<file path="src/rtl/led_pkg.sv">
// Shared types and defaults for the LED fader and its PWM channels.
package led_pkg;

  typedef enum logic {
    IDLE = 1'b0,
    FADE = 1'b1
  } state_t;

  localparam int N_LEDS_DEF   = 8;
  localparam int PWM_BITS_DEF = 8;
  localparam int STEP_DIV_DEF = 65536;

  // Full-scale brightness for a PWM counter of the given width.
  function automatic int max_level(input int bits);
    return (1 << bits) - 1;
  endfunction

endpackage

</file>
<file path="src/rtl/led_pwm_channel.sv">
// One LED channel: brightness level, fade target, linear step and the
// registered PWM comparator that drives the pin.
module led_pwm_channel
  import led_pkg::*;
#(
  parameter int PWM_BITS = PWM_BITS_DEF
) (
  input  logic                clk,
  input  logic                rst_n,
  input  logic                load,
  input  logic                target_bit,
  input  logic                tick,
  input  logic [PWM_BITS-1:0] pwm_cnt,
  output logic                led,
  output logic                at_target
);

  localparam logic [PWM_BITS-1:0] MAX_LEVEL = PWM_BITS'(max_level(PWM_BITS));

  logic [PWM_BITS-1:0] level;
  logic [PWM_BITS-1:0] target;

  // Latch the new target on accept; otherwise walk the level one unit toward it per step.
  always_ff @(posedge clk or negedge rst_n) begin
    if (!rst_n) begin
      target <= '0;
      level  <= '0;
    end else if (load) begin
      target <= target_bit ? MAX_LEVEL : '0;
    end else if (tick) begin
      if (level < target) begin
        level <= level + 1'b1;
      end else if (level > target) begin
        level <= level - 1'b1;
      end
    end
  end

  // Registered PWM compare: level 0 is always off, MAX_LEVEL is off one slot per period.
  always_ff @(posedge clk or negedge rst_n) begin
    if (!rst_n) begin
      led <= 1'b0;
    end else begin
      led <= (level > pwm_cnt);
    end
  end

  assign at_target = (level == target);

endmodule

</file>
<file path="src/rtl/led_fader.sv">
// LED fader top: pattern handshake, fade sequencing FSM, step prescaler and
// the shared PWM counter feeding N_LEDS channels.
//
//   state | meaning
//   ------+-----------------------------------------------------------
//   IDLE  | ready for a new pattern, levels static
//   FADE  | levels stepping toward targets on each prescaler tick
module led_fader
  import led_pkg::*;
#(
  parameter int N_LEDS   = N_LEDS_DEF,
  parameter int PWM_BITS = PWM_BITS_DEF,
  parameter int STEP_DIV = STEP_DIV_DEF
) (
  input  logic              clk,
  input  logic              rst_n,
  input  logic [N_LEDS-1:0] pattern,
  input  logic              pattern_valid,
  output logic              pattern_ready,
  output logic [N_LEDS-1:0] led,
  output logic              busy
);

  localparam int                  PRESC_W    = (STEP_DIV > 1) ? $clog2(STEP_DIV) : 1;
  localparam logic [PRESC_W-1:0]  PRESC_LAST = PRESC_W'(STEP_DIV - 1);

  state_t              state;
  state_t              state_nxt;
  logic [PRESC_W-1:0]  presc;
  logic [PWM_BITS-1:0] pwm_cnt;
  logic                out_of_reset;
  logic                tick;
  logic                step;
  logic                accept;
  logic                all_at_target;
  logic [N_LEDS-1:0]   at_target;

  assign tick          = (presc == PRESC_LAST);
  assign pattern_ready = out_of_reset && (state == IDLE);
  assign busy          = (state == FADE);
  assign accept        = pattern_valid && pattern_ready;
  // The accept cycle is still IDLE, so a tick landing there never steps.
  assign step          = tick && (state == FADE);
  assign all_at_target = &at_target;

  // Free-running prescaler and PWM counter; neither restarts on accept.
  always_ff @(posedge clk or negedge rst_n) begin
    if (!rst_n) begin
      presc   <= '0;
      pwm_cnt <= '0;
    end else begin
      presc   <= tick ? '0 : presc + 1'b1;
      pwm_cnt <= pwm_cnt + 1'b1;
    end
  end

  // Holds ready low until the first clock after reset release.
  always_ff @(posedge clk or negedge rst_n) begin
    if (!rst_n) begin
      out_of_reset <= 1'b0;
    end else begin
      out_of_reset <= 1'b1;
    end
  end

  // FSM state register.
  always_ff @(posedge clk or negedge rst_n) begin
    if (!rst_n) begin
      state <= IDLE;
    end else begin
      state <= state_nxt;
    end
  end

  // Next state: leave FADE once the registered (post-step) levels all match.
  always_comb begin
    state_nxt = state;
    case (state)
      IDLE: if (accept) state_nxt = FADE;
      FADE: if (all_at_target) state_nxt = IDLE;
      default: state_nxt = IDLE;
    endcase
  end

  for (genvar i = 0; i < N_LEDS; i++) begin : g_ch
    led_pwm_channel #(
      .PWM_BITS (PWM_BITS)
    ) u_ch (
      .clk        (clk),
      .rst_n      (rst_n),
      .load       (accept),
      .target_bit (pattern[i]),
      .tick       (step),
      .pwm_cnt    (pwm_cnt),
      .led        (led[i]),
      .at_target  (at_target[i])
    );
  end

endmodule

</file>
<file path="config.mk">
export PLATFORM = sky130hd
export DESIGN_NAME = led_fader
export DESIGN_NICKNAME = d
export VERILOG_FILES = /design/src/rtl/led_pkg.sv /design/src/rtl/led_pwm_channel.sv /design/src/rtl/led_fader.sv
export SDC_FILE = /design/constraint.sdc
export NUM_CORES = 1
export LEC_CHECK = 0
export ABC_AREA = 1
export CAP_MARGIN = 20
export CORE_UTILIZATION = 50
export DETAILED_ROUTE_END_ITERATION = 6
export GPL_TIMING_DRIVEN = 0
export PLACE_DENSITY = 0.66
export SYNTH_ARGS = -nofsm -noshare
export SYNTH_HDL_FRONTEND = slang
export SYNTH_SLANG_ARGS = --single-unit
</file>
<file path="constraint.sdc">
create_clock -name clk -period 3 [get_ports clk]
set_input_delay 0.3 -clock clk [delete_from_list [all_inputs] [get_ports clk]]
set_output_delay 0.3 -clock clk [all_outputs]
set_load 0.01 [all_outputs]
</file>
Word-level counts from Yosys, hierarchy flattened
Cells that the tools add are included.
{ "word_totals": {"ff_bits": 162, "word_cells": 129, "out_inout_bits": 10, "in_bits": 11} }
{ "classes": {"magnitude_cmp": 24, "mux": 28, "bitwise_logic": 2, "eq_ne": 9, "n_reduce_logical": 20, "add_sub_neg": 18} }
{ "op_table": {"columns": ["op", "n"], "rows": [
  ["two-way mux 8 bit", 24],
  ["greater-than comparator 8 bit", 16],
  ["adder 8 x 1 -> 8 bit (second input constant)", 9],
  ["== test 8 bit", 8],
  ["less-than comparator 8 bit", 8],
  ["subtractor 8 x 1 -> 8 bit (second input constant)", 8],
  ["AND reduction 3 bit", 8],
  ["adder 16 x 1 -> 16 bit (second input constant)", 1],
  ["== test 16 bit (second input constant)", 1],
  ["two-way mux 16 bit", 1],
  ["nonzero test 2 bit", 8],
  ["AND reduction 8 bit", 1],
  ["logical AND 1 bit", 3],
  ["two-way mux 1 bit", 2],
  ["inverter 1 bit", 2],
  ["one-hot mux 1 bit (2 select lines)", 1]
]} }

Longest topological paths before layout
{ "logic_depth": {"word_depth": 5, "mapped_depth": 21, "depth_no_buf": 21} }

Hierarchy
From an unflattened synthesis, not the netlist that was laid out.
{ "hier_totals": {"hier_cells": 1262, "hier_area_um2": 9721.8} }
{ "by_module_without_submodules": {"columns": ["mod", "seq_area_each_um2", "area_each_um2", "cells_per_inst", "n_inst"], "rows": [
  ["led_pwm_channel at g_ch[0].u_ch ...", 250.2, 1058.5, 140, 4],
  ["led_pwm_channel at g_ch[2].u_ch ...", 250.2, 1057.3, 140, 3],
  ["led_fader", 650.6, 1258.7, 143, 1],
  ["led_pwm_channel at g_ch[1].u_ch", 250.2, 1057.3, 139, 1]
]} }

Worst setup path before layout
OpenSTA, ideal clock, no wires.
{ "synth_timing": {"path_type": "register to register", "from": "reg g_ch[2].u_ch.target[6]", "to": "reg g_ch[2].u_ch.level[7]", "t_required_ns": 2.877, "n_path_buf": 0, "path_stages_with_launch": 15, "t_arrival_ns": 2.338, "setup_time_ns": 0.123, "setup_slack_ns": 0.539, "period_less_slack_ns": 2.461, "path_cell_list": "dfrtp_1 inv_1 ha_1 a21oi_1 o21a_1 nand2_1 ha_1 nand3_1 nand3_1 a21oi_1 inv_1 nand2_1 nand2_1 o21ai_0 nand2_1"} }
{ "synth_between": {"elab_chain_cells": 3, "word_cells_on_any_way": 5, "classes_between": "order compare (2); mux (1); reduce/logical (2)"} }
{ "synth_rtl": {"columns": ["element", "line_no", "source"], "rows": [
  ["start: declaration", "led_pwm_channel.sv:21", "logic [PWM_BITS-1:0] target;"],
  ["start signal: assignment", "led_pwm_channel.sv:29", "target <= target_bit ? MAX_LEVEL : '0;"],
  ["greater-than comparator 8 bit or less-than comparator 8 bit (tied branches)", "led_pwm_channel.sv:33, led_pwm_channel.sv:31", null],
  ["nonzero test 2 bit (no source line)", null, null],
  ["AND reduction 3 bit (no source line)", null, null],
  ["end signal: assignment", "led_pwm_channel.sv:32", "level <= level + 1'b1;"],
  ["end signal: assignment", "led_pwm_channel.sv:34", "level <= level - 1'b1;"],
  ["end: declaration", "led_pwm_channel.sv:20", "logic [PWM_BITS-1:0] level;"]
]} }
Several ways; a longest one is shown, not always the timed one.
A chain may end at the register's enable or synchronous reset.

Worst setup path after layout
{ "layout_timing": {"from": "reg g_ch[1].u_ch.target[6]", "to": "reg g_ch[1].u_ch.level[7]"} }
{ "layout_between": {"elab_chain_cells": 3, "word_cells_on_any_way": 5, "classes_between": "order compare (2); mux (1); reduce/logical (2)"} }
{ "layout_rtl": {"columns": ["element", "line_no"], "rows": [
  ["start: declaration", "led_pwm_channel.sv:21"],
  ["start signal: assignment", "led_pwm_channel.sv:29"],
  ["greater-than comparator 8 bit or less-than comparator 8 bit (tied branches)", "led_pwm_channel.sv:33, led_pwm_channel.sv:31"],
  ["nonzero test 2 bit (no source line)", null],
  ["AND reduction 3 bit (no source line)", null],
  ["end signal: assignment", "led_pwm_channel.sv:32"],
  ["end signal: assignment", "led_pwm_channel.sv:34"],
  ["end: declaration", "led_pwm_channel.sv:20"]
]} }
Several ways; a longest one is shown, not always the timed one.

==> flow_metrics.py <==
metrics = {
    "critical_path": {
        "endpoint_kind": "register",
        "critPathMaxFanout": 9,
        "max_stage_delay_ns": 0.43,
        "crit_path_top_delay_cell": "ha_1",
        "worst_r2r_path_depth": 14,
        "cp_common_cell": "nand2_1",
        "r2r-end": "g_ch[1].u_ch.level[7]",
        "critPathKind": "reg -> reg",
        "start_kind": "register",
        "cp.arrival_ns": 3.01,
        "path_cells": "inv_1 -> ha_1 -> a21o_1 -> nor2_1 -> nand2_1 -> ha_1 -> o21ai_1 -> nor2_1 -> nor2_1 -> inv_1 -> nand2_1 -> nand2_1 -> nand2_1 -> nand2_1",
        "crit_required_ns": 3.24,
        "r2r-start": "g_ch[1].u_ch.target[6]",
        "r2r_slack_ns": 0.24,
    },
    "floorplanning": {
        "io_pins": 21,
        "coreArea_um2": 18000,
        "start_util": 0.513,
        "dieWidth_um": 138,
        "die_h_um": 138,
        "dieArea_um2": 19000,
        "rows": 49,
    },
    "clock_tree": {
        "cts_max_level": 3,
        "cts_tree": "built",
        "path_clk_slew_ns": 0.07,
        "clockBufferDepth": 2,
        "post_cts.repair.setup_buffers": 0,
        "clock-root-buffer": "clkbuf_16",
        "cts.sinks": 106,
        "cts_buffers": 9,
        "clk_latency_ns": 0.36,
    },
    "grt": {
        "grt_use_total": 0.223,
        "grt_pass1_wl_um": 32900,
        "antenna_found_initial": 0,
        "grt_max_degree": 58,
        "grt_pass1_vias": 6894,
        "overflow": 0,
    },
    "synthesis": {
        "ys_seq_elements": 106,
        "synth_area_leaders": "dfrtp_1 (29%), ha_1 (24%), nand2_1 (13%)",
        "ys_seq_area_frac": 0.287,
        "synth.cells.most_frequent": "nand2_1 (310), ha_1 (178), inv_1 (144)",
        "synth-edff-count": 0,
        "synth_cells": 1190,
        "synth-async-reset-ratio": 1.00,
        "yosys_warnings": 0,
        "synthFlopType": "dfrtp_1",
        "synth_area_per_cell_um2": 7.77,
        "synth_top_area_share": 0.287,
        "synthDistinctLibCells": 31,
        "syn_area_um2": 9250,
        "synthesis.nets": 1387,
        "yosys.area.top_type": "dfrtp_1",
        "synth_most_common_cell": "nand2_1",
    },
    "finish": {
        "drive_above_1_share": 0.0432,
        "final_util": 0.560,
        "nNetsFinal": 1420,
        "final_cells": 1456,
        "syn2layout_area_growth_pct": 9.26,
        "diodes": 0,
    },
    "sta": {
        "post-route-min-period_ns": 2.76,
        "hold_viol": 0,
        "rsz0062_at_grt": "no",
        "post-route-period-util": 0.921,
        "finClkSkew_ns": 0.00759,
        "fmaxAchievable_mhz": 362,
        "setup_violations": 0,
        "worst_pin_slew_ns": 0.821,
        "relSlewSlack": 0.453,
        "slew_violations": 0,
    },
    "drt": {
        "routed_wl_um": 19800,
        "ant_nets": 0,
        "vias": 7559,
        "viasPerCell": 5.19,
        "wl_per_cell_um": 13.6,
        "drt_pass1_iterations": 4,
        "drt_iter0_markers": 304,
        "drc": 0,
    },
    "placed_design": {
        "placed_cells": 1440,
        "portBuffers": 20,
        "gp_congestion": 0.856,
        "dp_hpwl_um": 14900,
    },
    "power_and_ir_drop": {
        "p_leak_uw": 0.00581,
        "powerDensity_nw_per_um2": 273,
        "max-vdd-ir-drop_mv": 0.276,
        "power_uw": 2760,
    },
    "run": {
        "cap_violations": 0,
    },
    "worst_hold_path": {
        "hp-class": "in -> async",
    },
    "run_status": {
        "status": "finished, final reports clean",
    },
}
metrics by stage:
| step | setup TNS, ns | worst slack, ns | instance area, um2 | hold WS [ns] |
|---|---|---|---|---|
| 6_report | 0 | 0.237 | 10100 | 0.448 |
| 5_1_grt | 0 | 0.00843 | 10100 | 0.504 |
| 4_1_cts | 0 | 0.0263 | 10100 | 0.454 |
| 3_5_place_dp | 0 | 0.119 | 9760 | 0.277 |
| 3_3_place_gp | -289.59 | -2.74 | 9730 | 0.458 |
| 2_1_floorplan | 0 | 0.539 | 9250 | 0.00441 |
cell type report:
class	instances	area, um2
buffer	19	121
clock buffer	10	229
clock inverter	5	80.1
fill	1698	7920
inverter	145	544
multi-input combinational	920	5950
sequential	106	2650
tap	229	287
timing repair buffer	22	239
worst max-delay path, delay by kind of cell (launching register included):
| family | cells | cell delay [ns] |
|---|---|---|
| buffers and inverters | 2 | 0.29 |
| adders and majority gates | 2 | 0.73 |
| and+or+nand+nor | 8 | 0.78 |
| AOI/OAI and AO/OA | 2 | 0.45 |
| DFF | 1 | 0.39 |
cells in the final DEF (no fill, tap or decap), types with 8 or more instances in the layout:
cell	count
a21oi_1	92
a31oi_1	8
buf_4	9
clkbuf_16	9
clkdlybuf4s50_1	19
dfrtp_1	106
fa_1	8
ha_1	177
inv_1	141
nand2_1	304
nand2_2	9
nand3_1	43
nand4_1	25
nor2_1	77
nor3_1	18
o21ai_0	40
o21ai_1	29
xnor2_1	18
xor2_1	42
per-layer routing:
metal | part of all wire | GRT usage | routed length (um)
met1 | 0.51 | 0.301 | 10000
met2 | 0.45 | 0.373 | 8920
met3 | 0.030 | 0.0358 | 596
met4 | 0.013 | 0.0501 | 248
met5 | 0 | 0 | 0
sequential cells by signal (all words and copies together) (netlist names):
signal	flops
busy	1
g_ch.u_ch.level	64
out_of_reset	1
g_ch.u_ch.target	8
pwm_cnt	8
presc	16
g_ch.u_ch.led	8
timing repair:
action | 4_1_cts | 5_1_grt
endpoints found under the hold margin | 49 | 0
gates resized for setup | 0 | 15
hold buffers | 1 | 0
setup endpoints to repair | 0 | 15
worst max-delay path by stage:
stage / startpoint / to / slack (ns)
6_report: g_ch[1].u_ch.target[6] / g_ch[1].u_ch.level[7] / 0.24
5_1_grt: g_ch[0].u_ch.target[6] / g_ch[0].u_ch.level[7] / 0.008
4_1_cts: g_ch[2].u_ch.target[6] / g_ch[2].u_ch.level[7] / 0.03
3_5_place_dp: g_ch[2].u_ch.target[6] / g_ch[2].u_ch.level[7] / 0.12
3_3_place_gp: rst_n / g_ch[3].u_ch.level[4] / -2.74
2_1_floorplan: g_ch[2].u_ch.target[6] / g_ch[2].u_ch.level[7] / 0.54
power breakdown:
part	leakage [uW]	total [uW]	switching (uW)	internal [uW]
clock	0.000145	1280	555	727
sequential	0.00138	1430	0.168	1430
combinational	0.00429	48.2	32.0	16.2
kinds of logic (layout without fill, tap and decap cells):
family | Yosys count | after routing | synth area share
flops | 106 | 106 | 0.287
buf+inv | 164 | 201 | 0.0720
fa+ha+maj | 186 | 186 | 0.258
simple gates | 481 | 481 | 0.214
other cells | 1 | 1 | 0.000406
compound gates | 192 | 192 | 0.111
xor+xnor | 60 | 60 | 0.0568
(Power assumes the default switching activity.)
==> variant, RTL diff (config.mk and constraints unchanged) <==
Change the package constant `PWM_BITS_DEF` from 8 to 12.
--- a/src/rtl/led_pkg.sv
+++ b/src/rtl/led_pkg.sv
@@ -9,3 +9,3 @@
   localparam int N_LEDS_DEF   = 8;
-  localparam int PWM_BITS_DEF = 8;
+  localparam int PWM_BITS_DEF = 12;
   localparam int STEP_DIV_DEF = 65536;
Function: same outputs for any inputs over 10 cycles, from zero or initial values and one cycle with rst_n low; that may be too few to reach the edited logic, so the function may still have changed.
==> variant against the original RTL <==
Total power is 63% higher; sequential power up 34%; area after synthesis increased by 57%; die area up 56%; setup slack worse by 0.22 ns; routed wire length rose by 110%; hold slack got worse by 0.067 ns; sequential cell count up 36; cell area rose by 85%; non-clock buffer count rose by 76; synthesized cell count is 68% higher; highest routed layer unchanged.
==> variant: results (changes against the original RTL) <==
Detailed routing
The total iterations of the first detailed-routing run came to 7 (+3). The violation count after the first detailed-route iteration is 903 (+200%). The average wire per standard cell came to 16.2 um (+19%). The post-route DRC violation count is 0 (unchanged). The number of vias per cell after detailed routing is 5.52 (+6.2%).

CTS
The latest clock arrival within the worst-skew pair is 0.44 ns (+0.08 ns). The clock root buffer is clkbuf_16. The maximum clock path buffer count came to 2 (unchanged). The clock slew seen by the registers of the worst setup and hold paths is 0.06 ns. The number of clock buffers inserted by TritonCTS came to 17 (+8). The number of H-tree levels is 4 (+1).

Power
The switching power is 0.947 mW (+61%). The leakage power is 9.31 nW (+60%). The maximum resistive drop on vdd is 0.000368 V (+33%).

Setup path
The cell family with the largest share of critical-path delay is buffers and inverters. The highest fanout seen on the critical path is 7 (-2). The largest individual stage delay along the critical path comes from the cell dfrtp_2. The largest stage delay on the critical path is 0.37 ns (-0.06 ns). The data arrival time of the critical path came to 3.35 ns (+0.34 ns).

Placed design
The final weighted congestion of routability-driven global placement is 0.899 (+5.0%). The placed instance count was 2405 (+67%). The number of port buffers is 20 (unchanged). The post-place setup slack was -0.649 ns (-0.769 ns). The detailed placement HPWL was 26300 um (+76%).

Finish
The final standard cell count with taps included and fillers excluded was 2522 (+73%). The fraction of layout instances using a drive strength above 1 was 20.6% (+16 points). The largest registers in the layout are g_ch.u_ch.level (96), presc (16), pwm_cnt (12). The number of antenna diodes is 0 (unchanged). The post-layout net count is 2418 (+70%).

STA
The worst max-slew margin expressed relative to the limit is 38.3% (-6.9 points). The final-layout setup total negative slack is 0 ns (unchanged). The largest clock skew in the final design is 0.0116 ns (+0.00398 ns).

Global routing
The pin count of the biggest net entering global routing is 88 (+52%). The combined global-route utilization of all metal layers is 25.5% (+3.2 points). The initial antenna violation count is 0 (unchanged). The wire length of the first global-routing pass is 61800 um (+88%). The number of global-route vias before repair is 12707 (+84%).

Synthesis
The average footprint of a synthesized cell was 7.28 um^2 (-6.3%). In the post-synthesis netlist, the biggest area contributors are dfrtp_1, ha_1, nand2_1. The async set or reset register ratio after synthesis was 100% (unchanged).

The synthesized net count came to 2293 (+65%). Sorting the synthesized cells by how often they occur yields nand2_1, ha_1, inv_1. The number of warnings printed during yosys synthesis was 0 (unchanged).

The share of the yosys chip area belonging to registers came to 24.4% (-4.3 points). In the synthesized netlist the dominant register cell turns out to be dfrtp_1. The unique cell type count in the Yosys netlist came to 44 (+42%).

Worst hold path
The worst hold-check path type is in -> async.

Run status
The flow ran to the end, and the final reports show no timing, DRC or antenna violations.
==> variant: cell count changes in the layout (fill, tap and decap cells not counted), sizes merged, moves of 17 or more <==
cell      change
nor2         +81
nand3        +63
o21ai        +39
ha           +96
nand4        +26
dfrtp        +36
a21oi        +49
clkinvlp     +17
inv         +115
buf          +74
nand2       +232
==> variant: path summary, 6_finish.rpt <==
| path | from | end | slack (ns) | cells past startpoint |
|---|---|---|---|---|
| min | rst_n | g_ch[6].u_ch.level[8] | 0.38 | 2 |
| min reg2reg | presc[0] | presc[0] | 0.47 | 1 |
| max in group asynchronous | rst_n | g_ch[1].u_ch.target[10] | 1.74 | 3 |
| min in group clk | pattern[3] | g_ch[3].u_ch.target[10] | 0.44 | 3 |
| max | g_ch[0].u_ch.target[10] | g_ch[0].u_ch.level[10] | 0.02 | 20 |
| max reg2reg | g_ch[0].u_ch.target[10] | g_ch[0].u_ch.level[10] | 0.02 | 20 |
==> variant: kinds of logic after synthesis <==
logic type / share of synthesized area, %
adders and majority gates: 24.7
other: 0.0258
and+or+nand+nor: 26.2
buffers and inverters: 8.11
AOI/OAI and AO/OA: 11.9
xor gates and xnor gates: 4.63
DFF: 24.4
==> variant: repair_timing <==
action,4_1_cts,5_1_grt
endpoints found under the setup margin,75,60
gates resized for setup,64,292
endpoints found under the hold margin,55,0
buffers inserted,22,51
gates cloned,10,1
hold buffers,1,0
pin swaps,6,65
==> variant: cell type report <==
type | instances | area (um^2)
plain buffers | 22 | 173
fillers | 2410 | 10000
multi-input cells | 1571 | 11800
inverters | 268 | 1040
well taps | 384 | 480
clock inverters | 10 | 208
repair buffers | 95 | 936
repair inverters | 8 | 60.1
clock buffers | 22 | 474
flip-flops and latches | 142 | 3560
==> variant: metal layers <==
layer	wire [um]	track usage, %
met1	18200	33.1
met4	1350	8.37
met3	1530	3.34
met5	0	0
met2	19800	43.6
==> variant: power groups by stage <==
stage	clock network, mW	logic [mW]	registers (mW)
final	2.53	0.0599	1.92
after global routing	2.64	0.0690	1.91
after CTS	2.54	0.0631	1.92
after detailed placement	0	0.0615	1.95
after global placement	0	0.0567	1.95
after floorplan	0	0.000411	1.95
==> variant: metrics by stage <==
stage          cell area, um^2  total power, mW  hold slack, ns
4_1_cts                  16500             4.52           0.414
6_report                 18700             4.50           0.381
3_5_place_dp             15300             2.01           0.309
3_3_place_gp             15200             2.01           0.457
5_1_grt                  18700             4.62           0.452
2_1_floorplan            14600             1.95         0.00441
==> variant: worst reg2reg max path, delay by kind of cell (launching register included) <==
| kind | cells | cell delay, ns |
|---|---|---|
| buf+inv | 7 | 0.85 |
| simple gates | 8 | 0.74 |
| fa+ha+maj | 2 | 0.47 |
| compound gates | 3 | 0.44 |
| flops | 1 | 0.37 |
